**config.mk**
```make
export PLATFORM = sky130hd
export DESIGN_NAME = result_unloader_flat
export DESIGN_NICKNAME = d
export VERILOG_FILES = /design/src/rtl/unloader_pkg.sv /design/src/rtl/result_unloader_if.sv /design/src/rtl/result_unloader.sv /design/src/flat_wrapper.sv
export SDC_FILE = /design/constraint.sdc
export NUM_CORES = 1
export LEC_CHECK = 0
export BUFFER_PORTS_ARGS = -buffer_cell sky130_fd_sc_hd__buf_2
export CORE_MARGIN = 2
export CORE_UTILIZATION = 56
export DETAILED_ROUTE_END_ITERATION = 8
export GPL_TIMING_DRIVEN = 0
export PLACE_DENSITY = 0.83
export SLEW_MARGIN = 10
export SYNTH_ARGS = -nofsm -noshare
export SYNTH_HDL_FRONTEND = slang
export SYNTH_SLANG_ARGS = --single-unit
```
**constraint.sdc**
```tcl
create_clock -name clk -period 3.1 [get_ports clk]
set_input_delay 0.62 -clock clk [delete_from_list [all_inputs] [get_ports clk]]
set_output_delay 0.62 -clock clk [all_outputs]
set_load 0.05 [all_outputs]
```
**src/rtl/unloader_pkg.sv**
```systemverilog
// rtl/unloader_pkg.sv - shared state type and constants for the result unloader
package unloader_pkg;

  typedef enum logic [2:0] {
    IDLE,
    READ,
    WAIT,
    SEND,
    DONE
  } state_t;

  localparam int BYTES_PER_WORD = 3;
  localparam int OUT_W          = 8;
  localparam int SREG_W         = BYTES_PER_WORD * OUT_W;

endpackage

```
**src/rtl/result_unloader_if.sv**
```systemverilog
// rtl/result_unloader_if.sv - result RAM read port plus byte-serial output stream
interface result_unloader_if #(
  parameter int ADDR_W  = 4,
  parameter int P_WIDTH = 18
);
  import unloader_pkg::*;

  logic               ram_en;
  logic [ADDR_W-1:0]  ram_addr;
  logic [P_WIDTH-1:0] ram_rdata;
  logic [OUT_W-1:0]   P_out;
  logic               p_valid;
  logic               p_ready;

  // Unloader side: drives the RAM read port and the byte stream
  modport master (
    output ram_en,
    output ram_addr,
    input  ram_rdata,
    output P_out,
    output p_valid,
    input  p_ready
  );

  // Environment side: RAM answers reads, sink consumes bytes
  modport slave (
    input  ram_en,
    input  ram_addr,
    output ram_rdata,
    input  P_out,
    input  p_valid,
    output p_ready
  );

endinterface

```
**src/rtl/result_unloader.sv**
```systemverilog
// rtl/result_unloader.sv - streams the finished result matrix out as MSB-first bytes
module result_unloader
  import unloader_pkg::*;
#(
  parameter int N_RESULTS = 16,
  parameter int ADDR_W    = 4,
  parameter int P_WIDTH   = 18
) (
  input  logic                 clk,
  input  logic                 rst,
  input  logic                 unload_start,
  result_unloader_if.master    bus,
  output logic                 busy,
  output logic                 unload_done
);

  localparam logic [ADDR_W-1:0] LAST_IDX  = ADDR_W'(N_RESULTS - 1);
  localparam logic [1:0]        LAST_BYTE = 2'(BYTES_PER_WORD - 1);

  state_t             state;
  logic [ADDR_W-1:0]  idx;
  logic [1:0]         byte_cnt;
  logic [SREG_W-1:0]  sreg;
  logic               xfer;

  assign xfer = (state == SEND) && bus.p_ready;

  // Unload sequencer: fetch one word, send its three bytes, advance or finish
  always_ff @(posedge clk or negedge rst) begin
    if (!rst) begin
      state    <= IDLE;
      idx      <= '0;
      byte_cnt <= '0;
      sreg     <= '0;
    end else begin
      unique case (state)
        IDLE: begin
          if (unload_start) begin
            idx      <= '0;
            byte_cnt <= '0;
            state    <= READ;
          end
        end
        READ: begin
          state <= WAIT;
        end
        WAIT: begin
          // RAM data for idx is valid now; zero-extend into the shift register
          sreg     <= SREG_W'(bus.ram_rdata);
          byte_cnt <= '0;
          state    <= SEND;
        end
        SEND: begin
          if (xfer) begin
            sreg <= sreg << OUT_W;
            if (byte_cnt == LAST_BYTE) begin
              byte_cnt <= '0;
              if (idx == LAST_IDX) begin
                state <= DONE;
              end else begin
                idx   <= idx + 1'b1;
                state <= READ;
              end
            end else begin
              byte_cnt <= byte_cnt + 1'b1;
            end
          end
        end
        DONE: begin
          state <= IDLE;
        end
        default: begin
          state <= IDLE;
        end
      endcase
    end
  end

  assign bus.ram_en   = (state == READ);
  assign bus.ram_addr = idx;
  assign bus.p_valid  = (state == SEND);
  assign bus.P_out    = sreg[SREG_W-1 -: OUT_W];
  assign busy         = (state != IDLE);
  assign unload_done  = (state == DONE);

endmodule

```
**src/flat_wrapper.sv**
```systemverilog
// flat-port wrapper written by rule: the top's interface ports become plain ports
module result_unloader_flat import unloader_pkg::*;
#(
  parameter int N_RESULTS = 16,
  parameter int ADDR_W    = 4,
  parameter int P_WIDTH   = 18
)
  (clk, rst, unload_start, busy, unload_done, bus_ram_en, bus_ram_addr, bus_ram_rdata, bus_P_out, bus_p_valid, bus_p_ready);
  result_unloader_if #(.ADDR_W(ADDR_W), .P_WIDTH(P_WIDTH)) bus_i ();
  input  logic clk;
  input  logic rst;
  input  logic unload_start;
  output logic busy;
  output logic unload_done;
  output wire logic [$bits(bus_i.ram_en)-1:0] bus_ram_en;
  output wire logic [$bits(bus_i.ram_addr)-1:0] bus_ram_addr;
  input wire logic [$bits(bus_i.ram_rdata)-1:0] bus_ram_rdata;
  output wire logic [$bits(bus_i.P_out)-1:0] bus_P_out;
  output wire logic [$bits(bus_i.p_valid)-1:0] bus_p_valid;
  input wire logic [$bits(bus_i.p_ready)-1:0] bus_p_ready;
  assign bus_ram_en = bus_i.ram_en;
  assign bus_ram_addr = bus_i.ram_addr;
  assign bus_i.ram_rdata = bus_ram_rdata;
  assign bus_P_out = bus_i.P_out;
  assign bus_p_valid = bus_i.p_valid;
  assign bus_i.p_ready = bus_p_ready;
  result_unloader #(.N_RESULTS(N_RESULTS), .ADDR_W(ADDR_W), .P_WIDTH(P_WIDTH)) u_core (.clk(clk), .rst(rst), .unload_start(unload_start), .bus(bus_i), .busy(busy), .unload_done(unload_done));
endmodule
```
==> results of run 1 <==
metal layers:
layer,vias up,track usage
li1,595,-
met1,590,0.3002
met2,31,0.3284
met3,8,0.07256
met4,0,0.07973
met5,-,0
cells in the mapped netlist:
cell type,count
and2_1,1
mux2_4,1
a311o_1,1
o21ai_0,11
nor4_1,1
and2b_2,1
o22ai_1,1
buf_6,2
dfrtp_1,33
ha_1,1
and3_2,2
buf_2,4
nand3_1,4
a22o_1,14
o21bai_4,1
a22oi_1,1
clkbuf_1,2
a22o_2,2
a21oi_1,2
nor3_2,1
nor3b_1,1
and3b_2,1
nor2_1,4
or3_2,1
o31ai_1,3
inv_1,5
nand2_1,15
nand3b_2,1
buf_4,8
nor3_1,3
mux2i_1,11
nand2b_1,1
a211o_1,2
final cells by class:
| type | count | area, um2 |
|---|---|---|
| fill | 219 | 823.3 |
| buffer | 16 | 110.1 |
| timing repair buffer | 37 | 185.2 |
| clock buffer | 7 | 55.05 |
| tap | 31 | 38.79 |
| multi-input combinational | 88 | 623.1 |
| sequential | 33 | 825.8 |
| clock inverter | 1 | 30.03 |
| inverter | 5 | 18.77 |
registers in the layout, indices dropped and copies added (netlist names):
| signal | cells |
|---|---|
| u_core.bus.ram_addr | 4 |
| u_core.state | 3 |
| u_core.sreg | 24 |
| u_core.byte_cnt | 2 |
worst min path at each step:
| stage | startpoint | endpoint | slack [ns] |
|---|---|---|---|
| global route | rst | u_core.sreg[22] | 0.36 |
| floorplan | rst | u_core.bus.ram_addr[0] | 0.32 |
| detailed placement | u_core.sreg[15] | u_core.sreg[15] | 0.47 |
| CTS | rst | u_core.sreg[11] | 0.34 |
| global placement | u_core.sreg[11] | u_core.sreg[11] | 0.46 |
| finish | rst | u_core.sreg[11] | 0.32 |
stage by stage:
stage,area [um2],worst slack [ns]
global placement,1802,1.207
CTS,1887,0.7939
floorplan,1578,0.7794
detailed placement,1802,1.179
global route,1887,0.7102
finish,1887,0.8088
power by group:
group / switching, mW / leakage (nW) / internal, mW
combinational: 0.518 / 0.478 / 0.323
sequential: 0.102 / 0.429 / 0.574
clock: 0.148 / 0.0455 / 0.193
worst max-delay path, cell delays in order, from the launching register on:
cell	delay (ns)
dfrtp_1	0.36
buf_2	0.17
nand3b_2	0.34
inv_1	0.18
buf_2	0.28
logic make-up (layout without fill, tap and decap cells):
group | count (synthesis) | count (layout) | share of synthesized area
buffers and inverters | 21 | 66 | 0.08169
DFF | 33 | 33 | 0.5234
and+or+nand+nor | 37 | 37 | 0.1237
muxes | 12 | 12 | 0.07930
AOI/OAI and AO/OA | 38 | 38 | 0.1840
adders and majority gates | 1 | 1 | 0.007929
==> metrics.md, run 1 <==
| Metric | Value |
|---|---|
| RSZ-0062 raised after global routing | no |
| WL final | 3184 um |
| #FFs+latches synth | 33 |
| Setup crit end kind | output pin |
| Number of library cell types mapped by synthesis | 33 |
| I/O pins | 38 |
| Num rows | 19 |
| RePlAce Congestion | 0.8178 |
| Via density | 5.615 |
| Syn Nets | 165 |
| Sequential area share after synthesis | 0.5234 |
| Initial cell density of the core | 0.5822 |
| Worst hold margin | 0.3187 ns |
| Via count | 1224 |
| WL met2 | 1500 um |
| CTS tree | yes |
| FF-to-FF End | u_core.bus.ram_addr[2] |
| Fmax | 436.5 MHz |
| Fin crit period | 2.291 ns |
| Crit-path max FO | 10 |
| Area grow syn2layout | 19.59% |
| Startpoint types | flop |
| Antenna Nets Post-Route | 0 |
| Slew @ Worst Pin | 0.9077 ns |
| ANT cells | 0 |
| Worst VDD drop | 0.6681 mV |
| Reg2reg start | u_core.state[0] |
| CTS-repair resized insts | 0 |
| Class of the worst hold path | input port to async pin |
| Area contributors post-synth | dfrtp_1, a22o_1, mux2i_1 |
| Synth Cell Area | 1578 um2 |
| Die Ht | 57.08 um |
| CORE AREA | 2710 um2 |
| Total CTS buffers | 5 |
| Largest net degree at the start of global routing | 34 |
| Met1 wire length | 1441 um |
| Leading cell types in the layout, fill and taps excluded | buf_2, dfrtp_1, nand2_1 |
| Outcome | finished, final reports clean |
| WP data arrival | 1.67 ns |
| Cell Pwr Density | 984.2 nW/um2 |
| Clock sinks | 33 |
| WL per Instance | 14.61 um |
| Later-pin clock latency in the skew report | 0.34 ns |
| Share of cells above drive strength 1 | 0.3690 |
| Post-synth top area cell | dfrtp_1 |
| Power Total | 1.857 mW |
| Nets@finish | 209 |
| H-tree levels | 2 |
| R2R Setup Slk | 1.48 ns |
| DP Cell Count | 210 |
| Top cell type's share of synthesized area | 0.5234 |
| Crit Path Class | flop to output pin |
| Hold Fails Final Rpt | 0 |
| Most common cell after layout, fill and taps aside | buf_2 |
| Clk root buf | clkbuf_4 |
| DRC violations left | 0 |
| Syn Inst Count | 142 |
| Cell Count, Final, Fillers Out | 218 |
| Remaining global-route overflow | 0 |
| Fin util | 0.6962 |
| Vias in the first global route | 1180 |
| Leakage power | 0.9522 nW |
| Worst-path clk slew | 0.10 ns |
| Die Span X | 57.08 um |
| Postcts setup bufs | 0 |
| TritonRoute pass-1 iters | 4 |
| Number of max-cap violations | 0 |
| Critical path origin | u_core.state[2] |
| Mean post-synth cell area | 11.11 um2 |
| Initial antenna violation count | 0 |
| R2R cell count | 6 |
| First-pass GRT wire length | 5430 um |
| Clock Skews | 0.008060 ns |
| Max clock buf depth | 2 |
| Final setup violation count | 0 |
| DP Wirelength | 2364 um |
| # port buffers | 37 |
| Met3 wire len | 180 um |
| Max-slew violation count | 0 |
| GRT Total Usage | 0.2191 |
| Synth Warn # | 0 |
| Hold_buf cts | 0 |
| Setup TNS | 0 ns |
| Uppermost layer routed | met4 |
| Required @ worst endpoint | 2.48 ns |
| Die area | 3258 um2 |
| DR iter-0 viols | 37 |
| Slew HR | 0.3902 |
| Period utilization | 0.7391 |
| Critical path endpoint | bus_p_valid |
Note: power is estimated with default switching activity, not from simulation.
==> run 2: changes to the inputs <==
--- a/config.mk
+++ b/config.mk
@@ -7,10 +7,10 @@
 export LEC_CHECK = 0
 export BUFFER_PORTS_ARGS = -buffer_cell sky130_fd_sc_hd__buf_2
 export CORE_MARGIN = 2
-export CORE_UTILIZATION = 56
+export CORE_UTILIZATION = 52
 export DETAILED_ROUTE_END_ITERATION = 8
 export GPL_TIMING_DRIVEN = 0
-export PLACE_DENSITY = 0.83
+export PLACE_DENSITY = 0.78
 export SLEW_MARGIN = 10
 export SYNTH_ARGS = -nofsm -noshare
 export SYNTH_HDL_FRONTEND = slang
==> constraint.sdc (replaced) <==
create_clock -name clk -period 2.23 [get_ports clk]
set_input_delay 0.446 -clock clk [delete_from_list [all_inputs] [get_ports clk]]
set_output_delay 0.446 -clock clk [all_outputs]
set_load 0.05 [all_outputs]
==> run 2 against run 1 <==
Net effect: routed wire length is 0.38% higher; first-iteration DRC count is 8.1% higher; hold slack worse by 0.16 ns; count of clock-buffer cells in the layout stayed put; worst setup slack worse by 0.71 ns; final cell count is 0.46% lower; critical path depth stayed put; combinational power is 38% higher; sequential share of layout area is 0.71 points higher; largest cell class unchanged.
==> metrics.md, run 2 (same netlist as run 1, synthesis figures left out) <==
| Metric | Value |
|---|---|
| Outcome | finished, final reports clean (unchanged) |
| Met3 wire len | 192 um (was 180 um) |
| Pre-CTS setup slack | 0.4913 ns (was 1.179 ns) |
| Slew HR | 0.4449 (was 0.3902) |
| Via density | 5.571 (was 5.615) |
| DP Wirelength | 2358 um (was 2364 um) |
| Reg2reg start | u_core.bus.ram_addr[0] (was u_core.state[0]) |
| R2R Setup Slk | 0.59 ns (was 1.48 ns) |
| Startpoint types | flop (unchanged) |
| WL final | 3196 um (was 3184 um) |
| Fin crit period | 2.128 ns |
| H-tree levels | 2 (unchanged) |
| Antenna Nets Post-Route | 0 (unchanged) |
| Worst VDD drop | 0.7930 mV (was 0.6681 mV) |
| Clock Skews | 0.007171 ns (was 0.008060 ns) |
| # port buffers | 37 (unchanged) |
| Class of the worst hold path | input port to async pin (unchanged) |
| TritonRoute pass-1 iters | 4 (unchanged) |
| RePlAce Congestion | 0.8354 (was 0.8178) |
| Final setup violation count | 0 (unchanged) |
| Most common cell after layout, fill and taps aside | buf_2 (unchanged) |
| Total CTS buffers | 5 (unchanged) |
| Vias in the first global route | 1161 (was 1180) |
| CTS-repair resized insts | 0 (unchanged) |
| Postcts setup bufs | 0 (unchanged) |
| Die Span X | 59.09 um (was 57.08 um) |
| Share of cells above drive strength 1 | 0.3656 (was 0.3690) |
| Fmax | 470.0 MHz |
| WL per Instance | 14.73 um (was 14.61 um) |
| Met1 wire length | 1458 um (was 1441 um) |
| Die area | 3491 um2 (was 3258 um2) |
| Largest reg by FF count | u_core.sreg (unchanged) |
| DRC violations left | 0 (unchanged) |
| Clock sinks | 33 (unchanged) |
| RSZ-0062 raised after global routing | no (unchanged) |
| I/O pins | 38 (unchanged) |
| Max reg flops | 24 (unchanged) |
| Setup TNS | 0 ns (unchanged) |
| Worst-path clk slew | 0.10 ns (about the same) |
| Required @ worst endpoint | 1.78 ns (was 2.48 ns) |
| Initial cell density of the core | 0.5577 (was 0.5822) |
| Max clock buf depth | 2 (unchanged) |
| Hold Fails Final Rpt | 0 (unchanged) |
| Later-pin clock latency in the skew report | 0.33 ns (was 0.34 ns) |
| ANT cells | 0 (unchanged) |
| Cell Pwr Density | 1315 nW/um2 (was 984.2 nW/um2) |
| Crit Path Class | flop to output pin (unchanged) |
| Nets@finish | 209 (unchanged) |
| Worst hold margin | 0.1564 ns (was 0.3187 ns) |
| Initial antenna violation count | 0 (unchanged) |
| Area grow syn2layout | 17.68% (was 19.59%) |
| Setup crit end kind | output pin (unchanged) |
| Final worst-path setup slack | 0.1024 ns (was 0.8088 ns) |
| Largest net degree at the start of global routing | 34 (unchanged) |
| Num rows | 19 (unchanged) |
| Hold_buf cts | 0 (unchanged) |
| CORE AREA | 2829 um2 (was 2710 um2) |
| WL met2 | 1513 um (was 1500 um) |
| WP data arrival | 1.68 ns (was 1.67 ns) |
| GRT Total Usage | 0.2066 (was 0.2191) |
| Number of max-cap violations | 0 (unchanged) |
| Remaining global-route overflow | 0 (unchanged) |
| DR iter-0 viols | 40 (was 37) |
| Crit-path max FO | 10 (unchanged) |
| R2R cell count | 5 (was 6) |
| Die Ht | 59.09 um (was 57.08 um) |
| Leading cell types in the layout, fill and taps excluded | buf_2, dfrtp_1, nand2_1 (unchanged) |
| First-pass GRT wire length | 5264 um (was 5430 um) |
| Leakage power | 0.9380 nW (was 0.9522 nW) |
| Fin util | 0.6563 (was 0.6962) |
| Clk root buf | clkbuf_4 (unchanged) |
| Slew @ Worst Pin | 0.8262 ns (was 0.9077 ns) |
| Period utilization | 0.9541 |
| CTS tree | yes (unchanged) |
| Via count | 1209 (was 1224) |
| Uppermost layer routed | met4 (unchanged) |
| Power Total | 2.442 mW (was 1.857 mW) |
| FF-to-FF End | u_core.bus.ram_addr[0] (was u_core.bus.ram_addr[2]) |
| Max-slew violation count | 0 (unchanged) |
-- run 2: changes by cell type in the layout (fill, tap and decap cells not counted), sizes merged --
cell    change
bufinv      -1
-- run 2: how the worst max path moves through the flow --
stage	from	to	slack, ns	cells after the start
after floorplan	u_core.state[0]	bus_ram_en	0.08	2
after global placement	u_core.state[0]	unload_done	0.52	4
after detailed placement	u_core.state[0]	unload_done	0.49	4
after CTS	u_core.state[0]	unload_done	0.12	4
after global routing	u_core.state[0]	unload_done	0.04	4
final	u_core.state[0]	unload_done	0.10	4
-- run 2: per-layer routing --
| layer | global-route usage | vias to the layer above |
|---|---|---|
| met5 | 0 | - |
| met4 | 0.04870 | 0 |
| met3 | 0.06987 | 4 |
| met2 | 0.3190 | 36 |
| met1 | 0.2835 | 581 |
| li1 | - | 588 |
-- run 2: layout make-up --
| cell class | count | area, um2 |
|---|---|---|
| tap | 31 | 38.79 |
| clock buffer | 7 | 55.05 |
| timing repair buffer | 37 | 185.2 |
| fill | 242 | 972.2 |
| inverter | 5 | 18.77 |
| buffer | 16 | 110.1 |
| sequential | 33 | 825.8 |
| multi-input combinational | 88 | 623.1 |
-- run 2: stage by stage --
stage | instances | cell area, um2
2_1_floorplan | 142 | 1578
3_3_place_gp | 210 | 1802
3_5_place_dp | 210 | 1802
4_1_cts | 217 | 1857
5_1_grt | 217 | 1857
6_report | 217 | 1857
-- run 2: power by group --
part / switching, mW / leakage [nW] / total (mW) / internal [mW]
Clock: 0.185 / 0.0314 / 0.334 / 0.149
Sequential: 0.148 / 0.429 / 0.946 / 0.798
Combinational: 0.714 / 0.478 / 1.16 / 0.448
Total: 1.05 / 0.938 / 2.44 / 1.39
-- run 2: worst max-delay path, stage by stage (launching register included) --
cell     delay, ns
dfrtp_1       0.45
buf_6         0.17
nor2_1        0.30
and2_1        0.18
buf_2         0.25
==> run 3: changes to the inputs <==
--- a/config.mk
+++ b/config.mk
@@ -11,6 +11,7 @@
 export DETAILED_ROUTE_END_ITERATION = 8
 export GPL_TIMING_DRIVEN = 0
 export PLACE_DENSITY = 0.78
+export REMOVE_ABC_BUFFERS = 1
 export SLEW_MARGIN = 10
 export SYNTH_ARGS = -nofsm -noshare
 export SYNTH_HDL_FRONTEND = slang
==> run 3 against run 2 <==
Net effect: maximum frequency is 0.21% higher; sequential cell count unchanged; via count decreased by 4.6%; design area down 5.5%.
==> metrics.md, run 3 (same netlist as run 1, synthesis figures left out) <==
| Metric | Value |
|---|---|
| Die area | 3491 um2 (unchanged) |
| Later-pin clock latency in the skew report | 0.33 ns (about the same) |
| Share of cells above drive strength 1 | 0.3333 (was 0.3656) |
| Leakage power | 0.8634 nW (was 0.9380 nW) |
| Leading cell types in the layout, fill and taps excluded | buf_2, dfrtp_1, nand2_1 (unchanged) |
| Max-slew violation count | 0 (unchanged) |
| Via count | 1153 (was 1209) |
| Hold Fails Final Rpt | 0 (unchanged) |
| GRT Total Usage | 0.1894 (was 0.2066) |
| H-tree levels | 2 (unchanged) |
| WP data arrival | 1.68 ns (about the same) |
| FF-to-FF End | u_core.byte_cnt[1] (was u_core.bus.ram_addr[0]) |
| DRC violations left | 0 (unchanged) |
| Final setup violation count | 0 (unchanged) |
| Most common cell after layout, fill and taps aside | buf_2 (unchanged) |
| Antenna Nets Post-Route | 0 (unchanged) |
| Outcome | finished, final reports clean (unchanged) |
| Via density | 5.708 (was 5.571) |
| I/O pins | 38 (unchanged) |
| Num rows | 19 (unchanged) |
| Max clock buf depth | 2 (unchanged) |
| R2R cell count | 4 (was 5) |
| Largest reg by FF count | u_core.sreg (unchanged) |
| Cell Pwr Density | 1317 nW/um2 (was 1315 nW/um2) |
| Initial antenna violation count | 0 (unchanged) |
| Post-DP Area | 1692 um2 (was 1802 um2) |
| Vias in the first global route | 1081 (was 1161) |
| # fillers | 256 (was 242) |
| Clock sinks | 33 (unchanged) |
| Power Total | 2.310 mW (was 2.442 mW) |
| Worst-path clk slew | 0.11 ns (was 0.10 ns) |
| Required @ worst endpoint | 1.78 ns (about the same) |
| Crit Path Class | flop to output pin (unchanged) |
| Register area | 828.3 um2 (was 825.8 um2) |
| Area grow syn2layout | 11.18% (was 17.68%) |
| Die Ht | 59.09 um (unchanged) |
| R2R Setup Slk | 0.29 ns (was 0.59 ns) |
| Clk root buf | clkbuf_4 (unchanged) |
| Worst VDD drop | 0.6147 mV (was 0.7930 mV) |
| Setup TNS | 0 ns (unchanged) |
| Crit-path max FO | 16 (was 10) |
| Initial cell density of the core | 0.5577 (unchanged) |
| Critical path endpoint | bus_p_valid (was unload_done) |
| RSZ-0062 raised after global routing | no (unchanged) |
| Fmax | 471.0 MHz (was 470.0 MHz) |
| Max reg flops | 24 (unchanged) |
| Setup crit end kind | output pin (unchanged) |
| Die Span X | 59.09 um (unchanged) |
| Remaining global-route overflow | 0 (unchanged) |
| # port buffers | 37 (unchanged) |
| Fin crit period | 2.123 ns (was 2.128 ns) |
| Post-route cell area | 1754 um2 (was 1857 um2) |
| Startpoint types | flop (unchanged) |
| WL final | 2908 um (was 3196 um) |
| Period utilization | 0.9521 (was 0.9541) |
| CTS tree | yes (unchanged) |
| Multi-input logic area | 631.9 um2 (was 623.1 um2) |
| Slew HR | 0.3652 (was 0.4449) |
| TritonRoute pass-1 iters | 4 (unchanged) |
| Postcts setup bufs | 0 (unchanged) |
| First-pass GRT wire length | 4857 um (was 5264 um) |
| Reg2reg start | u_core.state[1] (was u_core.bus.ram_addr[0]) |
| Class of the worst hold path | input port to async pin (unchanged) |
| ANT cells | 0 (unchanged) |
| DR iter-0 viols | 33 (was 40) |
| Total CTS buffers | 5 (unchanged) |
| Clock Skews | 0.01446 ns (was 0.007171 ns) |
| RePlAce Congestion | 0.8260 (was 0.8354) |
| CORE AREA | 2829 um2 (unchanged) |
| WL per Instance | 14.40 um (was 14.73 um) |
| Number of max-cap violations | 0 (unchanged) |
| Critical path origin | u_core.state[2] (was u_core.state[0]) |
| Nets@finish | 193 (was 209) |
| Largest net degree at the start of global routing | 37 (was 34) |
| DP Wirelength | 1984 um (was 2358 um) |
| Slew @ Worst Pin | 0.9522 ns (was 0.8262 ns) |
==> run 3: cell count changes in the layout (fill, tap and decap cells not counted) <==
cell,change
buf_4,-8
buf_2,-4
nand3b_2,-1
clkbuf_1,-2
clkbuf_8,-1
buf_6,-2
dfrtp_2,+2
nand3b_4,+1
dfrtp_1,-2
clkinv_2,+2
==> run 3: worst min-delay path by stage <==
stage                          startpoint                endpoint  slack, ns  cells past startpoint
final                                 rst         u_core.state[0]       0.15                      1
after global routing                  rst         u_core.sreg[21]       0.20                      1
after CTS                             rst         u_core.state[0]       0.18                      1
after detailed placement  u_core.sreg[17]         u_core.sreg[17]       0.47                      2
after global placement    u_core.sreg[15]         u_core.sreg[15]       0.46                      2
after floorplan                       rst  u_core.bus.ram_addr[0]       0.15                      0
==> run 3: cell type report <==
class / count / share of cell area
Clock inverter: 2 / 0.005706
Timing Repair Buffer: 37 / 0.1056
Clock buffer: 6 / 0.02354
Tap cell: 31 / 0.02211
Inverter: 5 / 0.01070
Multi-Input combinational cell: 88 / 0.3602
Sequential cell: 33 / 0.4722
==> run 3: per-layer routing <==
metal / up-vias / global-route usage / share of wire
met1: 565 / 0.2271 / 0.44
met4: 0 / 0.05844 / 0.010
met2: 27 / 0.3159 / 0.50
met3: 4 / 0.07205 / 0.049
met5: - / 0 / 0
li1: 557 / - / -
==> run 3: where the power goes <==
group	total (mW)	leakage [nW]	internal, mW	switching, mW
sequential	0.956	0.428	0.799	0.157
clock	0.322	0.0320	0.120	0.202
combinational	1.03	0.403	0.365	0.666
==> run 3: critical path: stages (launching register included) <==
cell      delay, ns
dfrtp_1        0.50
nand3b_4       0.37
inv_1          0.19
buf_2          0.28
==> run 3: what timing repair did <==
action	in CTS	in global routing
pin swaps	0	0
setup endpoints to repair	1	1
gates resized for setup	1	2
gates cloned	0	0
hold buffers	0	0
==> run 3: metrics by stage <==
stage	setup slack [ns]	hold WS, ns	std cells	utilization
global route	0.01302	0.1988	202	0.6201
finish	0.1068	0.1472	202	0.6201
CTS	0.01848	0.1760	202	0.6192
global placement	0.2288	0.4608	194	0.5980
detailed placement	0.1949	0.4695	194	0.5980
floorplan	0.06968	0.1504	126	-
